<file path="src/rtl/irq_ctrl_multi_pkg.sv">
// Shared definitions for the vectored interrupt controller: vector layout,
// controller FSM states and well-known source indices.
package irq_ctrl_multi_pkg;

    localparam logic [31:0] DEF_VEC_BASE   = 32'h0000_0100;
    localparam logic [31:0] DEF_VEC_STRIDE = 32'h0000_0010;

    localparam int unsigned SRC_SYSCALL = 0;
    localparam int unsigned SRC_BUTTON  = 1;

    typedef enum logic {
        ST_IDLE = 1'b0,
        ST_REQ  = 1'b1
    } irq_state_e;

    // Vector address of a source; arithmetic wraps modulo 2^32.
    function automatic logic [31:0] vec_addr(input logic [31:0] base,
                                             input logic [31:0] stride,
                                             input int unsigned src);
        return base + src * stride;
    endfunction

endpackage

</file>
<file path="src/rtl/irq_ctrl_multi_prio.sv">
// Fixed-priority find-first-set: index 0 wins; valid_o when any bit is set.
module prio_enc #(
    parameter int unsigned N = 4,
    parameter int unsigned W = $clog2(N)
) (
    input  logic [N-1:0] req_i,
    output logic         valid_o,
    output logic [W-1:0] idx_o
);

    always_comb begin
        idx_o = '0;
        for (int unsigned i = N; i > 0; i--) begin
            if (req_i[i-1]) idx_o = W'(i - 1);
        end
        valid_o = |req_i;
    end

endmodule

</file>
<file path="src/rtl/irq_ctrl_multi.sv">
// N-source vectored interrupt controller: edge-latched pending set, mask,
// fixed-priority arbitration with optional nesting, req/ack handoff and RTI retire.
module irq_ctrl_multi
    import irq_ctrl_multi_pkg::*;
#(
    parameter int unsigned N_SRC      = 4,
    parameter int unsigned MAX_NEST   = 2,
    parameter bit          NEST_EN    = 1'b1,
    parameter logic [31:0] VEC_BASE   = DEF_VEC_BASE,
    parameter logic [31:0] VEC_STRIDE = DEF_VEC_STRIDE,
    localparam int unsigned SW        = $clog2(N_SRC)
) (
    input  logic             clk,
    input  logic             rst_n,
    input  logic [N_SRC-1:0] irq_in,
    input  logic             mask_we,
    input  logic [N_SRC-1:0] mask_wdata,
    input  logic             int_ack,
    input  logic             rti,
    output logic             int_req,
    output logic [31:0]      int_id,
    output logic [SW-1:0]    int_src,
    output logic [N_SRC-1:0] pending,
    output logic [N_SRC-1:0] in_service,
    output logic [SW:0]      nest_level,
    output logic             rti_err
);

    localparam int unsigned NW = SW + 1;

    irq_state_e       state_q, state_d;
    logic [N_SRC-1:0] irq_d_q;
    logic [N_SRC-1:0] mask_q;
    logic [N_SRC-1:0] pending_q, pending_d;
    logic [N_SRC-1:0] in_service_q, in_service_d;
    logic [NW-1:0]    nest_q, nest_d;
    logic [SW-1:0]    int_src_q, int_src_d;
    logic [31:0]      int_id_q, int_id_d;
    logic             rti_err_q;

    logic [N_SRC-1:0] rise, below_top, eligible, src_onehot, top_onehot;
    logic             top_valid, cand_valid, nest_ok, ack_ok, rti_ok;
    logic [SW-1:0]    top_idx, cand_idx;

    prio_enc #(.N(N_SRC), .W(SW)) u_top (
        .req_i   (in_service_q),
        .valid_o (top_valid),
        .idx_o   (top_idx)
    );

    prio_enc #(.N(N_SRC), .W(SW)) u_cand (
        .req_i   (eligible),
        .valid_o (cand_valid),
        .idx_o   (cand_idx)
    );

    assign rise    = irq_in & ~irq_d_q;
    assign ack_ok  = (state_q == ST_REQ) && int_ack;
    assign rti_ok  = rti && top_valid;
    assign nest_ok = (nest_q < NW'(MAX_NEST)) && (NEST_EN || !(|in_service_q));

    always_comb begin
        below_top  = '0;
        src_onehot = '0;
        top_onehot = '0;
        for (int unsigned i = 0; i < N_SRC; i++) begin
            below_top[i]  = !top_valid || (i < 32'(top_idx));
            src_onehot[i] = (i == 32'(int_src_q));
            top_onehot[i] = (i == 32'(top_idx));
        end
        eligible = pending_q & ~mask_q & below_top & {N_SRC{nest_ok}};
    end

    // rti retires the top of the pre-ack set; the acked source is always
    // below that top, so clear-then-set never touches the same bit.
    always_comb begin
        pending_d    = (pending_q & ~(ack_ok ? src_onehot : '0)) | rise;
        in_service_d = (in_service_q & ~(rti_ok ? top_onehot : '0))
                     | (ack_ok ? src_onehot : '0);
        unique case ({ack_ok, rti_ok})
            2'b10:   nest_d = nest_q + NW'(1);
            2'b01:   nest_d = nest_q - NW'(1);
            default: nest_d = nest_q;
        endcase
    end

    always_ff @(posedge clk or negedge rst_n) begin
        if (!rst_n) state_q <= ST_IDLE;
        else        state_q <= state_d;
    end

    always_comb begin
        state_d = state_q;
        unique case (state_q)
            ST_IDLE: if (cand_valid) state_d = ST_REQ;
            ST_REQ:  if (int_ack)    state_d = ST_IDLE;
            default: state_d = ST_IDLE;
        endcase
    end

    always_comb begin
        int_req   = (state_q == ST_REQ);
        int_src_d = int_src_q;
        int_id_d  = int_id_q;
        if (state_q == ST_IDLE && cand_valid) begin
            int_src_d = cand_idx;
            int_id_d  = vec_addr(VEC_BASE, VEC_STRIDE, 32'(cand_idx));
        end
    end

    always_ff @(posedge clk or negedge rst_n) begin
        if (!rst_n) begin
            irq_d_q      <= '0;
            mask_q       <= '1;
            pending_q    <= '0;
            in_service_q <= '0;
            nest_q       <= '0;
            int_src_q    <= '0;
            int_id_q     <= '0;
            rti_err_q    <= 1'b0;
        end else begin
            irq_d_q      <= irq_in;
            if (mask_we) mask_q <= mask_wdata;
            pending_q    <= pending_d;
            in_service_q <= in_service_d;
            nest_q       <= nest_d;
            int_src_q    <= int_src_d;
            int_id_q     <= int_id_d;
            rti_err_q    <= rti && !top_valid;
        end
    end

    assign int_id     = int_id_q;
    assign int_src    = int_src_q;
    assign pending    = pending_q;
    assign in_service = in_service_q;
    assign nest_level = nest_q;
    assign rti_err    = rti_err_q;

endmodule

</file>
<file path="config.mk">
export PLATFORM = sky130hd
export DESIGN_NAME = irq_ctrl_multi
export DESIGN_NICKNAME = d
export VERILOG_FILES = /design/src/rtl/irq_ctrl_multi_pkg.sv /design/src/rtl/irq_ctrl_multi_prio.sv /design/src/rtl/irq_ctrl_multi.sv
export SDC_FILE = /design/constraint.sdc
export NUM_CORES = 1
export LEC_CHECK = 0
export CELL_PAD_IN_SITES_DETAIL_PLACEMENT = 1
export CELL_PAD_IN_SITES_GLOBAL_PLACEMENT = 2
export CORE_ASPECT_RATIO = 1.5
export CORE_UTILIZATION = 25
export DETAILED_ROUTE_END_ITERATION = 16
export PLACE_DENSITY_LB_ADDON = 0.12
export SLEW_MARGIN = 20
export SYNTH_ARGS = -nofsm -noshare
export SYNTH_HDL_FRONTEND = slang
export SYNTH_SLANG_ARGS = --single-unit
</file>
<file path="constraint.sdc">
create_clock -name clk -period 3.05 [get_ports clk]
set_clock_uncertainty 0.05 [all_clocks]
set_input_delay 0.61 -clock clk [delete_from_list [all_inputs] [get_ports clk]]
set_output_delay 0.61 -clock clk [all_outputs]
set_load 0.01 [all_outputs]
</file>
==> results of run 1 <==
layout by cell type, fill, tap and decap left out:
cell	instances
ha_1	1
mux2i_1	1
a22o_1	3
or2_2	1
o31ai_1	3
nand2_1	9
o41ai_2	1
nand4b_1	1
clkdlybuf4s50_1	30
inv_1	9
a21oi_1	1
fa_1	1
or2b_1	1
nor3_1	2
mux2_2	4
nor2b_1	1
xor2_1	2
nor2_1	2
nand2b_1	1
nand3_1	1
nor4b_1	1
o21a_1	1
conb_1	29
xnor2_1	1
o32ai_1	1
buf_4	1
dfstp_2	4
nand4_1	1
nor4_1	4
clkbuf_8	4
dfrtp_1	20
or4_4	1
nor3b_1	1
o21ai_0	9
or3_2	1
final timing paths:
| check | from | endpoint | slack [ns] | cells past startpoint |
|---|---|---|---|---|
| min in group asynchronous | rst_n | irq_d_q[0]$_DFF_PN0_ | 0.65 | 2 |
| max in group asynchronous | rst_n | mask_q[2]$_DFFE_PN1P_ | 2.00 | 2 |
| worst min register to register | irq_d_q[2]$_DFF_PN0_ | pending[2]$_DFF_PN0_ | 0.38 | 1 |
| worst max-delay path | rti | nest_level[2]$_DFFE_PN0P_ | 0.88 | 9 |
| worst min-delay path | irq_d_q[2]$_DFF_PN0_ | pending[2]$_DFF_PN0_ | 0.38 | 1 |
| worst max register to register | in_service[2]$_DFF_PN0_ | nest_level[2]$_DFFE_PN0P_ | 1.14 | 8 |
final cells by class:
cell class	count	area, sq um
repair buffers	31	307.8
multi-input cells	86	511.7
fillers	591	3329
well taps	66	82.58
flip-flops and latches	24	605.6
inverters	9	33.78
clock buffers	4	55.05
layer usage:
| layer | wire, um | share of wire [%] | GRT usage (%) |
|---|---|---|---|
| met1 | 1072 | 39 | 12.45 |
| met2 | 1451 | 53 | 18.96 |
| met3 | 174 | 6.3 | 1.719 |
| met4 | 61 | 2.2 | 5.682 |
| met5 | 0 | 0 | 0 |
power groups by stage:
stage	sequential [uW]	combinational, uW	clock [uW]
final	529	552	218
after global routing	550	614	238
after CTS	532	562	227
after floorplan	519	359	0
after global placement	535	551	0
after detailed placement	539	557	0
registers in the layout (all words and copies together) (netlist names):
name / flops
irq_d_q: 4
int_id: 2
rti_err: 1
int_src: 1
int_req: 1
pending: 4
mask_q: 4
nest_level: 3
in_service: 4
metrics by stage:
stage | setup slack (ns) | hold WS [ns] | instance area (sq um) | power (uW) | std cells
floorplan | 1.221 | 0.2644 | 1406 | 877.7 | 153
global placement | 0.6455 | 0.3561 | 1541 | 1086 | 216
detailed placement | 0.6075 | 0.3782 | 1541 | 1096 | 216
CTS | 0.8671 | 0.3904 | 1597 | 1322 | 220
global route | 0.7265 | 0.4118 | 1597 | 1402 | 220
finish | 0.8843 | 0.3787 | 1597 | 1298 | 220
logic make-up after synthesis:
logic type | after synthesis
muxes | 5
and+or+nand+nor | 28
buffers and inverters | 43
DFF | 24
AOI/OAI and AO/OA | 19
adders and majority gates | 2
xor gates and xnor gates | 3
other | 1
critical path: cells and delay by family:
| family | cells | cell delay [ns] |
|---|---|---|
| XOR/XNOR | 2 | 0.30 |
| adder cells (fa/ha/maj) | 2 | 0.57 |
| AND/OR/NAND/NOR | 2 | 0.21 |
| buffers and inverters | 3 | 0.61 |
==> impl_metrics.csv, run 1 <==
group,metric,value,unit
place,dpl.hpwl,2.170,mm
power,netSwitchingFraction,36.36,%
worst_setup_path,worstPathRequired,3.20,ns
layout,utilization,32.41,%
global_route,antenna_found_initial,0,
die,die_h,90.36,um
clocking,cts_inserted_buffers,3,
sta,period_share,71.01,%
layout,syn_to_final_growth,22.69,%
sta,rsz0062_at_grt,"no",
logic_synthesis,synth.cell_area,1301,sq um
global_route,grt_max_degree,25,
routing,first_pass_iters,4,
power,p_switching,472.0,uW
clocking,cts_resized,0,
global_route,grt_overflow,0,
logic_synthesis,synth.most_common_cell,"buf_4",
logic_synthesis,synthSimpleGateAreaFrac,12.12,%
logic_synthesis,ys_types,35,
sta,maxClockFrequency,461.8,MHz
logic_synthesis,synth_fa_ha_area_share,2.500,%
sta,setup_viol,0,
power,comb_power_share,42.5,%
status,status,"finished clean",
clocking,cts_tree,"done",
worst_setup_path,path_cells,"clkdlybuf4s50_1, inv_1, nor2_1, ha_1, inv_1, fa_1, xor2_1, nor2_1, xor2_1",
logic_synthesis,ys_ff_latch,24,
place,gp_congestion,0.7235,
die,rows,31,
clocking,hold_buffers,0,
worst_setup_path,crit_path_max_incr_delay,0.48,ns
layout,layout-drive-gt1-share,11.04,%
global_route,first_global_vias,935,
global_route,grt_usage,11.00,%
logic_synthesis,synth-xor-area-share,2.019,%
clocking,clkLatencyLatePin,0.27,ns
routing,vias_per_cell,4.095,
power,power.internal,826.1,uW
die,initial_core_util,26.42,%
clocking,root_buffer,"clkbuf_8",
logic_synthesis,synth_top_family_by_area,"buffers and inverters",
logic_synthesis,ys_seq_area_share,46.54,%
routing,num_vias,901,
clocking,numClockSinks,24,
clocking,h-tree-depth,1,
routing,routed_wl,2.760,mm
clocking,clk_pin_slew_worst_paths,0.08,ns
logic_synthesis,synth_top_area_share,38.46,%
logic_synthesis,synth_compound_area_share,10.10,%
clocking,cts_setup_buffers,0,
worst_setup_path,arrival,2.31,ns
logic_synthesis,syn_area_per_cell,10.41,sq um
logic_synthesis,synthTopCellsByArea,"dfrtp_1 (38%), buf_4 (18%), dfstp_2 (8.1%)",
layout,diodes,0,
die,die_x,60.91,um
worst_setup_path,endpoint_kind,"flop",
sta,period_minus_slack,2.166,ns
worst_setup_path,crit_type,"input port to flop",
routing,drc,0,
worst_setup_path,path_max_fanout,3,
power,power_frac_seq,40.7,%
routing,antenna_left,0,
sta,timing.final.max_slew_violations,0,
logic_synthesis,synth.mux.area_fraction,4.231,%
logic_synthesis,synthesis.instances,125,
sta,hold_viol,0,
worst_setup_path,cp_slowest_cell,"clkdlybuf4s50_1",
worst_setup_path,critPathLaunchType,"input port",
die,die_area,5503,sq um
run,max_cap_viol_count,0,
power,powerDensity,813.1,nW/um^2
sta,fin_setup_tns,0,ns
die,core,4926,sq um
clocking,clk_path_buf_depth,2,
place,io_buffer_count,30,
power,p_clk_share,16.8,%
power,ir_worst_vdd,0.1996,mV
logic_synthesis,synth_ff_type,"dfrtp_1",
power,power_leakage,0.0007136,uW
logic_synthesis,async_reset_ff_share,100.0,%
logic_synthesis,yosys_warnings,0,
layout,fin_nets,170,
global_route,grt_pass1_wl,4.540,mm
logic_synthesis,yosys-top-cells-count,"buf_4 (32), dfrtp_1 (20), inv_1 (9), nand2_1 (9), o21ai_0 (9)",
logic_synthesis,yosys.area.top_type,"dfrtp_1",
routing,post_drt_wl_per_cell,12.55,um
logic_synthesis,synth_edf_count,0,
die,io_pins,60,
routing,drtIter0Drc,13,
hold_path,hp-class,"flop to flop",
(Power assumes the default switching activity.)
==> inputs of run 2 (changes only) <==
- CORE_UTILIZATION: 25 -> 24
- clock period: 3.05 -> 2 ns (I/O delays scaled with it)
==> run 2 against run 1 <==
  * First-iteration DRC count increased by 23%
  * Sequential share of layout area decreased by 1.4 points
  * Hold slack got worse by 0.0060 ns
  * Core utilization decreased by 0.31 points
  * Sequential power increased by 46%
  * Via count increased by 2.3%
  * Register-to-register slack got worse by 0.99 ns
  * Clock power increased by 30%
  * Final cell count increased by 4.5%
==> impl_metrics.csv, run 2 (synthesis gave the netlist of run 1 again) <==
group,metric,value,unit
routing,first_pass_iters,3,
worst_setup_path,cp_slowest_cell,"clkdlybuf4s50_1",
routing,vias_per_cell,4.009,
place,post-place-ws,-0.2273,ns
clocking,root_buffer,"clkbuf_8",
global_route,antenna_found_initial,0,
worst_setup_path,path_cells,"clkdlybuf4s50_1, inv_1, nor2_1, ha_2, inv_1, fa_2, xor2_1, nor2_1, xor2_1",
global_route,grt_usage,10.99,%
clocking,cts_tree,"done",
layout,final_common_cell,"clkdlybuf4s50_1",
sta,period_share,94.24,%
worst_setup_path,critPathLaunchType,"input port",
die,die_area,5726,sq um
die,core,5165,sq um
hold_path,hp-class,"flop to flop",
run,max_cap_viol_count,0,
global_route,grt_pass1_wl,4.850,mm
global_route,grt_max_degree,25,
clocking,cts_inserted_buffers,3,
place,dpl.hpwl,2.350,mm
hold_path,min_path_cells,1,
worst_setup_path,crit_path_max_incr_delay,0.48,ns
die,die_h,92.18,um
worst_setup_path,arrival,2.03,ns
die,die_x,62.12,um
global_route,first_global_vias,991,
worst_setup_path,endpoint_kind,"flop",
global_route,grt_overflow,0,
die,rows,32,
clocking,numClockSinks,24,
worst_setup_path,rrSetupSlack,0.15,ns
routing,routed_wl,2.928,mm
sta,setup_viol,0,
clocking,clk_pin_slew_worst_paths,0.08,ns
routing,antenna_left,0,
worst_setup_path,crit_type,"input port to flop",
place,io_buffer_count,30,
worst_setup_path,r2r-end,"nest_level[2]$_DFFE_PN0P_",
die,io_pins,60,
layout,layout-drive-gt1-share,16.67,%
routing,post_drt_wl_per_cell,12.73,um
clocking,clk_path_buf_depth,2,
power,ir_worst_vdd,0.2318,mV
sta,hold_viol,0,
sta,maxClockFrequency,530.6,MHz
layout,fillers,591,
sta,timing.final.max_slew_violations,0,
worst_setup_path,critPathBufInv,3,
sta,fin_ws,0.1152,ns
clocking,h-tree-depth,1,
routing,drc,0,
status,status,"finished clean",
hold_path,min_to,"pending[1]$_DFF_PN0_",
power,powerDensity,1225,nW/um^2
layout,layout_common_cells,"clkdlybuf4s50_1 (30), conb_1 (29), dfrtp_1 (20)",
worst_setup_path,r2r_start,"in_service[0]$_DFF_PN0_",
power,power,2031,uW
routing,num_vias,922,
sta,period_minus_slack,1.885,ns
sta,fin_setup_tns,0,ns
routing,drtIter0Drc,16,
sta,rsz0062_at_grt,"no",
worst_setup_path,crit_family,"buffers and inverters",
place,gp_congestion,0.7555,
layout,syn_to_final_growth,27.40,%
layout,diodes,0,
power,power_leakage,0.0007497,uW
worst_setup_path,worstPathRequired,2.14,ns
worst_setup_path,r2r_cells,8,
worst_setup_path,path_max_fanout,2,
layout,utilization,32.10,%
layout,fin_nets,179,
clocking,clkLatencyLatePin,0.27,ns
die,initial_core_util,25.19,%
hold_path,hold_start,"irq_d_q[1]$_DFF_PN0_",
## run 2: cell count changes in the layout (fill, tap and decap cells not counted)
cell,delta
buf_4,+9
clkbuf_8,-1
fa_1,-1
fa_2,+1
ha_1,-1
ha_2,+1
## run 2: power by group
part	total (uW)	switching [uW]	internal (uW)
logic	977	447	530
clock network	283	148	135
registers	771	149	622
total	2030	744	1290
## run 2: final cells by class
class / count / area (sq um) / area share (%)
Clock buffer: 3 / 41.29 / 2.491
Inverter: 9 / 33.78 / 2.038
Multi-Input combinational cell: 86 / 516.7 / 31.17
Sequential cell: 24 / 605.6 / 36.53
Tap cell: 68 / 85.08 / 5.132
Timing Repair Buffer: 40 / 375.4 / 22.64
## run 2: layer usage
layer,up-vias,global-route usage [%],wire (um)
met1,442,10.81,1054
met5,-,0,0
met2,41,21.52,1650
li1,434,-,-
met3,5,2.114,161
met4,0,5.233,61
## run 2: worst reg2reg max path: stages, from the launching register on
cell and delay, ns:
dfrtp_1 0.44, nor4_1 0.33, nor2_1 0.09, ha_2 0.18
buf_4 0.12, buf_4 0.12, xor2_1 0.15, nor2_1 0.12
xor2_1 0.16
## run 2: worst max-delay path by stage
stage / start / end / cells past startpoint
6_report: rti / nest_level[2]$_DFFE_PN0P_ / 9
5_1_grt: in_service[0]$_DFF_PN0_ / nest_level[2]$_DFFE_PN0P_ / 8
4_1_cts: rti / nest_level[2]$_DFFE_PN0P_ / 9
3_5_place_dp: rti / nest_level[2]$_DFFE_PN0P_ / 9
3_3_place_gp: rti / nest_level[2]$_DFFE_PN0P_ / 9
2_1_floorplan: in_service[0]$_DFF_PN0_ / int_src[0]$_DFFE_PN0P_ / 4
## run 2: per-stage QoR
stage | cell area [sq um] | std cells | hold WS [ns]
finish | 1658 | 230 | 0.3727
floorplan | 1406 | 153 | 0.05441
CTS | 1645 | 229 | 0.3766
global placement | 1604 | 226 | 0.3546
global route | 1658 | 230 | 0.4015
detailed placement | 1604 | 226 | 0.3648
## run 2: repair_timing
action	4_1_cts	5_1_grt
setup endpoints to repair	0	1
hold buffers	0	0
setup buffers	0	1
resized for setup	0	2
endpoints found under the hold margin	0	0
